<file path="src/rtl/keypad_scan_fsm_if.sv">
// Keypad scanner bus: the keypad row lines in, plus the column drive and accepted-key strobe out.
// WE_send is a one-cycle valid with no ready; cols and synchrows are stable while it is high.
interface keypad_scan_fsm_if;
  logic [3:0] rows_raw;
  logic [3:0] cols;
  logic [3:0] synchrows;
  logic       WE_send;
  logic       key_held;
  logic [2:0] state;

  modport master (
    input  rows_raw,
    output cols,
    output synchrows,
    output WE_send,
    output key_held,
    output state
  );

  modport slave (
    output rows_raw,
    input  cols,
    input  synchrows,
    input  WE_send,
    input  key_held,
    input  state
  );
endinterface

</file>
<file path="src/rtl/keypad_scan_fsm.sv">
// 4x4 keypad scanner: walks the active-low columns, debounces press and release on the
// synchronized rows, and emits one WE_send strobe with {cols, synchrows} per accepted key.
module keypad_scan_fsm #(
  parameter int SCAN_DIV        = 4096,
  parameter int DEBOUNCE_CYCLES = 65536
) (
  input  logic                clk,
  input  logic                reset,
  keypad_scan_fsm_if.master   bus
);

  localparam int SW = (SCAN_DIV > 1) ? $clog2(SCAN_DIV) : 1;
  localparam int DW = (DEBOUNCE_CYCLES > 1) ? $clog2(DEBOUNCE_CYCLES) : 1;
  localparam logic [SW-1:0] SCAN_LAST = SW'(SCAN_DIV - 1);
  localparam logic [DW-1:0] DEB_LAST  = DW'(DEBOUNCE_CYCLES - 1);

  typedef enum logic [2:0] {
    SCAN     = 3'd0,
    DEBOUNCE = 3'd1,
    SEND     = 3'd2,
    HOLD     = 3'd3,
    REL_DEB  = 3'd4
  } state_t;

  state_t        state;
  logic [3:0]    rows_meta;
  logic [3:0]    r_sync;
  logic [3:0]    cap;
  logic [3:0]    cols;
  logic [3:0]    synchrows;
  logic          we_send;
  logic          key_held;
  logic [SW-1:0] scan_cnt;
  logic [DW-1:0] deb_cnt;

  always_ff @(posedge clk) begin
    if (reset) begin
      state     <= SCAN;
      rows_meta <= 4'b1111;
      r_sync    <= 4'b1111;
      cap       <= 4'b1111;
      cols      <= 4'b1110;
      synchrows <= 4'b1111;
      we_send   <= 1'b0;
      key_held  <= 1'b0;
      scan_cnt  <= '0;
      deb_cnt   <= '0;
    end else begin
      rows_meta <= bus.rows_raw;
      r_sync    <= rows_meta;
      we_send   <= 1'b0;
      case (state)
        SCAN: begin
          // Rows are only looked at on the tick so they have settled after the column change.
          if (scan_cnt == SCAN_LAST) begin
            if (r_sync == 4'b1111) begin
              cols     <= {cols[2:0], cols[3]};
              scan_cnt <= '0;
            end else begin
              cap     <= r_sync;
              deb_cnt <= '0;
              state   <= DEBOUNCE;
            end
          end else begin
            scan_cnt <= scan_cnt + 1'b1;
          end
        end
        DEBOUNCE: begin
          if (r_sync != cap) begin
            scan_cnt <= '0;
            state    <= SCAN;
          end else if (deb_cnt == DEB_LAST) begin
            synchrows <= cap;
            we_send   <= 1'b1;
            key_held  <= 1'b1;
            state     <= SEND;
          end else begin
            deb_cnt <= deb_cnt + 1'b1;
          end
        end
        SEND: begin
          state <= HOLD;
        end
        HOLD: begin
          if (r_sync == 4'b1111) begin
            deb_cnt <= '0;
            state   <= REL_DEB;
          end
        end
        REL_DEB: begin
          if (r_sync != 4'b1111) begin
            state <= HOLD;
          end else if (deb_cnt == DEB_LAST) begin
            key_held <= 1'b0;
            cols     <= {cols[2:0], cols[3]};
            scan_cnt <= '0;
            state    <= SCAN;
          end else begin
            deb_cnt <= deb_cnt + 1'b1;
          end
        end
        default: begin
          state <= SCAN;
        end
      endcase
    end
  end

  assign bus.cols      = cols;
  assign bus.synchrows = synchrows;
  assign bus.WE_send   = we_send;
  assign bus.key_held  = key_held;
  assign bus.state     = state;

endmodule
</file>
<file path="src/flat_wrapper.sv">
// flat-port wrapper written by rule: the top's interface ports become plain ports
module keypad_scan_fsm_flat 
#(
  parameter int SCAN_DIV        = 4096,
  parameter int DEBOUNCE_CYCLES = 65536
)
  (clk, reset, bus_rows_raw, bus_cols, bus_synchrows, bus_WE_send, bus_key_held, bus_state);
  keypad_scan_fsm_if bus_i ();
  input  logic clk;
  input  logic reset;
  input wire logic [$bits(bus_i.rows_raw)-1:0] bus_rows_raw;
  output wire logic [$bits(bus_i.cols)-1:0] bus_cols;
  output wire logic [$bits(bus_i.synchrows)-1:0] bus_synchrows;
  output wire logic [$bits(bus_i.WE_send)-1:0] bus_WE_send;
  output wire logic [$bits(bus_i.key_held)-1:0] bus_key_held;
  output wire logic [$bits(bus_i.state)-1:0] bus_state;
  assign bus_i.rows_raw = bus_rows_raw;
  assign bus_cols = bus_i.cols;
  assign bus_synchrows = bus_i.synchrows;
  assign bus_WE_send = bus_i.WE_send;
  assign bus_key_held = bus_i.key_held;
  assign bus_state = bus_i.state;
  keypad_scan_fsm #(.SCAN_DIV(SCAN_DIV), .DEBOUNCE_CYCLES(DEBOUNCE_CYCLES)) u_core (.clk(clk), .reset(reset), .bus(bus_i));
endmodule
</file>
<file path="config.mk">
export PLATFORM = sky130hd
export DESIGN_NAME = keypad_scan_fsm_flat
export DESIGN_NICKNAME = d
export VERILOG_FILES = /design/src/rtl/keypad_scan_fsm_if.sv /design/src/rtl/keypad_scan_fsm.sv /design/src/flat_wrapper.sv
export SDC_FILE = /design/constraint.sdc
export NUM_CORES = 1
export LEC_CHECK = 0
export CAP_MARGIN = 20
export CORE_UTILIZATION = 36
export CTS_CLUSTER_SIZE = 20
export DETAILED_ROUTE_END_ITERATION = 10
export PLACE_DENSITY = 0.62
export REMOVE_ABC_BUFFERS = 1
export SLEW_MARGIN = 30
export SYNTH_ARGS = -nofsm -noshare
export SYNTH_HDL_FRONTEND = slang
export SYNTH_SLANG_ARGS = --single-unit
export TNS_END_PERCENT = 1
</file>
<file path="constraint.sdc">
create_clock -name clk -period 2.1 [get_ports clk]
set_input_delay 0.42 -clock clk [delete_from_list [all_inputs] [get_ports clk]]
set_output_delay 0.42 -clock clk [all_outputs]
set_load 0.01 [all_outputs]
</file>
==> metrics.txt <==
Die X=89.5 um; Die Y=89.5 um; max cap viols=0; power consumption=0.00234 W; simple-gate share of the synthesized area=0.274; commonest cells after routing, fill and taps aside=buf_4, dfxtp_1, nand2_1; core footprint=7330 um2; hold_buf cts=0; DRC=0; Critical Path AT=2.34 ns; Setup TNS=-0.0349 ns; IO buf count=18; Final Util=0.508; antenna violations before repair=0; vias in the first global route=2,752; R2R setup slack=-0.02 ns; all-layer global routing usage=0.210; syn avg cell area=8.35 um2; Post-Syn Instances=330; Num CTS Buffers=5; RD Place Congestion=0.857; Placed Instance Area=3470 um2; RSZ-0062 raised after global routing=yes; via count=2,860; CTS tree=yes; DPL Wire Length=5.57 mm; failing checks=setup timing; XOR/XNOR Fraction of Synth Area=0.0159; Worst Path Required=2.32 ns; final wirelength=7.76 mm; initial DRC count=172; Nets=419; Max clock buf depth=2; share of cells above drive strength 1=0.284; clk sink count=53; Via density=5.60; Netlist Area Pre-Place=2760 um2; clock-pin slew on the worst setup and hold paths=0.10 ns; # setup viols final=2; top_reg_cell synth=dfxtp_1; Async SR Flop Fraction=0; Final Hold Fails=0; Max IR drop VDD=0.369 mV; Final min period=2.12 ns; Compound-Gate Fraction of Synth Area=0.251; final instance area=3720 um2; Max-slew headroom=0.636; setup ws final=-0.0196 ns; grt total ovfl=0; maximum fanout along the worst path=7; largest family of logic cells by synthesized area=simple AND/OR/NAND/NOR gates; Clock Tree Root=clkbuf_8; Die ar.=8010 um2; Max Fclk=472 MHz; Hold Startpoint=u_core.rows_meta[1]; Slew Viols, Final=0; final hold slack=0.419 ns; # diodes=0; H-tree levels=2; YS warnings=0; clock latency on the worst-skew pair=0.31 ns; Detailed Routing Iterations Pass 1=4; P&R area growth vs syn=35.0%; adder-cell share of the synthesized area=0.00908; Lkg Pwr=1.39 nW; CP endpoint kind=flop; largest net degree at the start of global routing=18; status=complete, but fails checks; Critical path origin=u_core.cap[0]; synthesized flop and latch total=53; Final Cycle Share=1.01; global-route wire length before repair=13.1 mm; EDFF count, synth=0; Seq/Total Area, Yosys=0.385; path type of the worst setup path=reg2reg; Critical Path Start Type=flop; FF-to-FF Start=u_core.cap[0]; Clock Skews=0.00903 ns; hold crit path type=reg2reg; Ports=19; post-synthesis mux area share=0.0182; row count=31; DR WL/cell=15.2 um; Synth cell types=58; initial core utilization=0.376; Final ANT Viol Nets=0; commonest non-fill, non-tap cell in the layout=buf_4; pwr dens=629 nW/um2; worst slew pin tran=0.541 ns
flip-flops by register name, summed over array words and instances (netlist names):
signal                count
u_core.bus.state          3
u_core.bus.WE_send        1
u_core.rows_meta          4
u_core.r_sync             4
u_core.deb_cnt           16
u_core.bus.synchrows      4
u_core.bus.cols           4
u_core.cap                4
u_core.scan_cnt          12
u_core.bus.key_held       1
where the power goes:
part | switching, W | internal, W
Sequential | 0.0000230 | 0.00103
Combinational | 0.000299 | 0.000243
Clock | 0.000356 | 0.000388
path summary, 6_finish.rpt:
path                              to  depth (start not counted)
setup / recovery  u_core.deb_cnt[10]                          5
hold / removal      u_core.r_sync[1]                          1
setup reg to reg  u_core.deb_cnt[10]                          5
hold reg to reg     u_core.r_sync[1]                          1
final cells by class:
class                           instances  area, um2
Tap cell                               99        124
Multi-Input combinational cell        253       1650
Clock buffer                            6       82.6
Sequential cell                        53       1070
Timing Repair Buffer                   91        732
Fill cell                             675       3610
Clock inverter                          2       37.5
Inverter                                7       26.3
cell families (layout without fill, tap and decap cells):
family	Yosys count	in the layout
flip-flops	53	53
adder cells (fa/ha/maj)	2	2
AO/OA/AOI/OAI	98	98
XOR/XNOR	5	5
multiplexers	5	5
buffers and inverters	24	106
AND/OR/NAND/NOR	143	143
layer usage:
layer  up-vias  global-route usage  wire (um)
li1       1422                   -          -
met1      1356               0.293       3700
met2        66               0.329       3580
met3        16              0.0360        345
met5         -                   0          0
met4         0              0.0722        136
critical path, stage by stage (launching register included):
cell,delay (ns)
dfxtp_2,0.34
xor2_1,0.18
o41a_1,0.46
or4_4,0.55
o311a_1,0.30
a41o_1,0.20
synthesized netlist by cell type (4+ instances only):
cell type,count,share of area
dfxtp_1,53,0.38
nand2_1,35,0.048
nand3_1,28,0.051
nor2_1,21,0.029
o21ai_0,16,0.029
a21oi_1,13,0.024
a31oi_1,12,0.027
or2_2,11,0.025
a211oi_1,10,0.027
nand4_1,9,0.020
a311oi_1,8,0.025
and3_1,8,0.018
clkbuf_1,8,0.011
nor3_1,8,0.015
inv_1,7,0.0095
o21a_1,7,0.019
mux2i_1,5,0.018
o31ai_1,5,0.014
or4_1,5,0.014
xor2_1,4,0.013
what timing repair did:
| action | CTS | global route |
|---|---|---|
| pin swaps | 1 | 9 |
| setup buffers | 0 | 4 |
| gates resized for setup | 3 | 21 |
| gates cloned | 0 | 1 |
| setup endpoints to repair | 26 | 30 |
metrics by stage:
stage                     setup slack, ns  std cells
after floorplan                    -0.323        313
after global placement             -0.127        498
after detailed placement           -0.154        498
after CTS                         -0.0251        506
after global routing              -0.0841        511
final                             -0.0196        511
(Power assumes the default switching activity.)
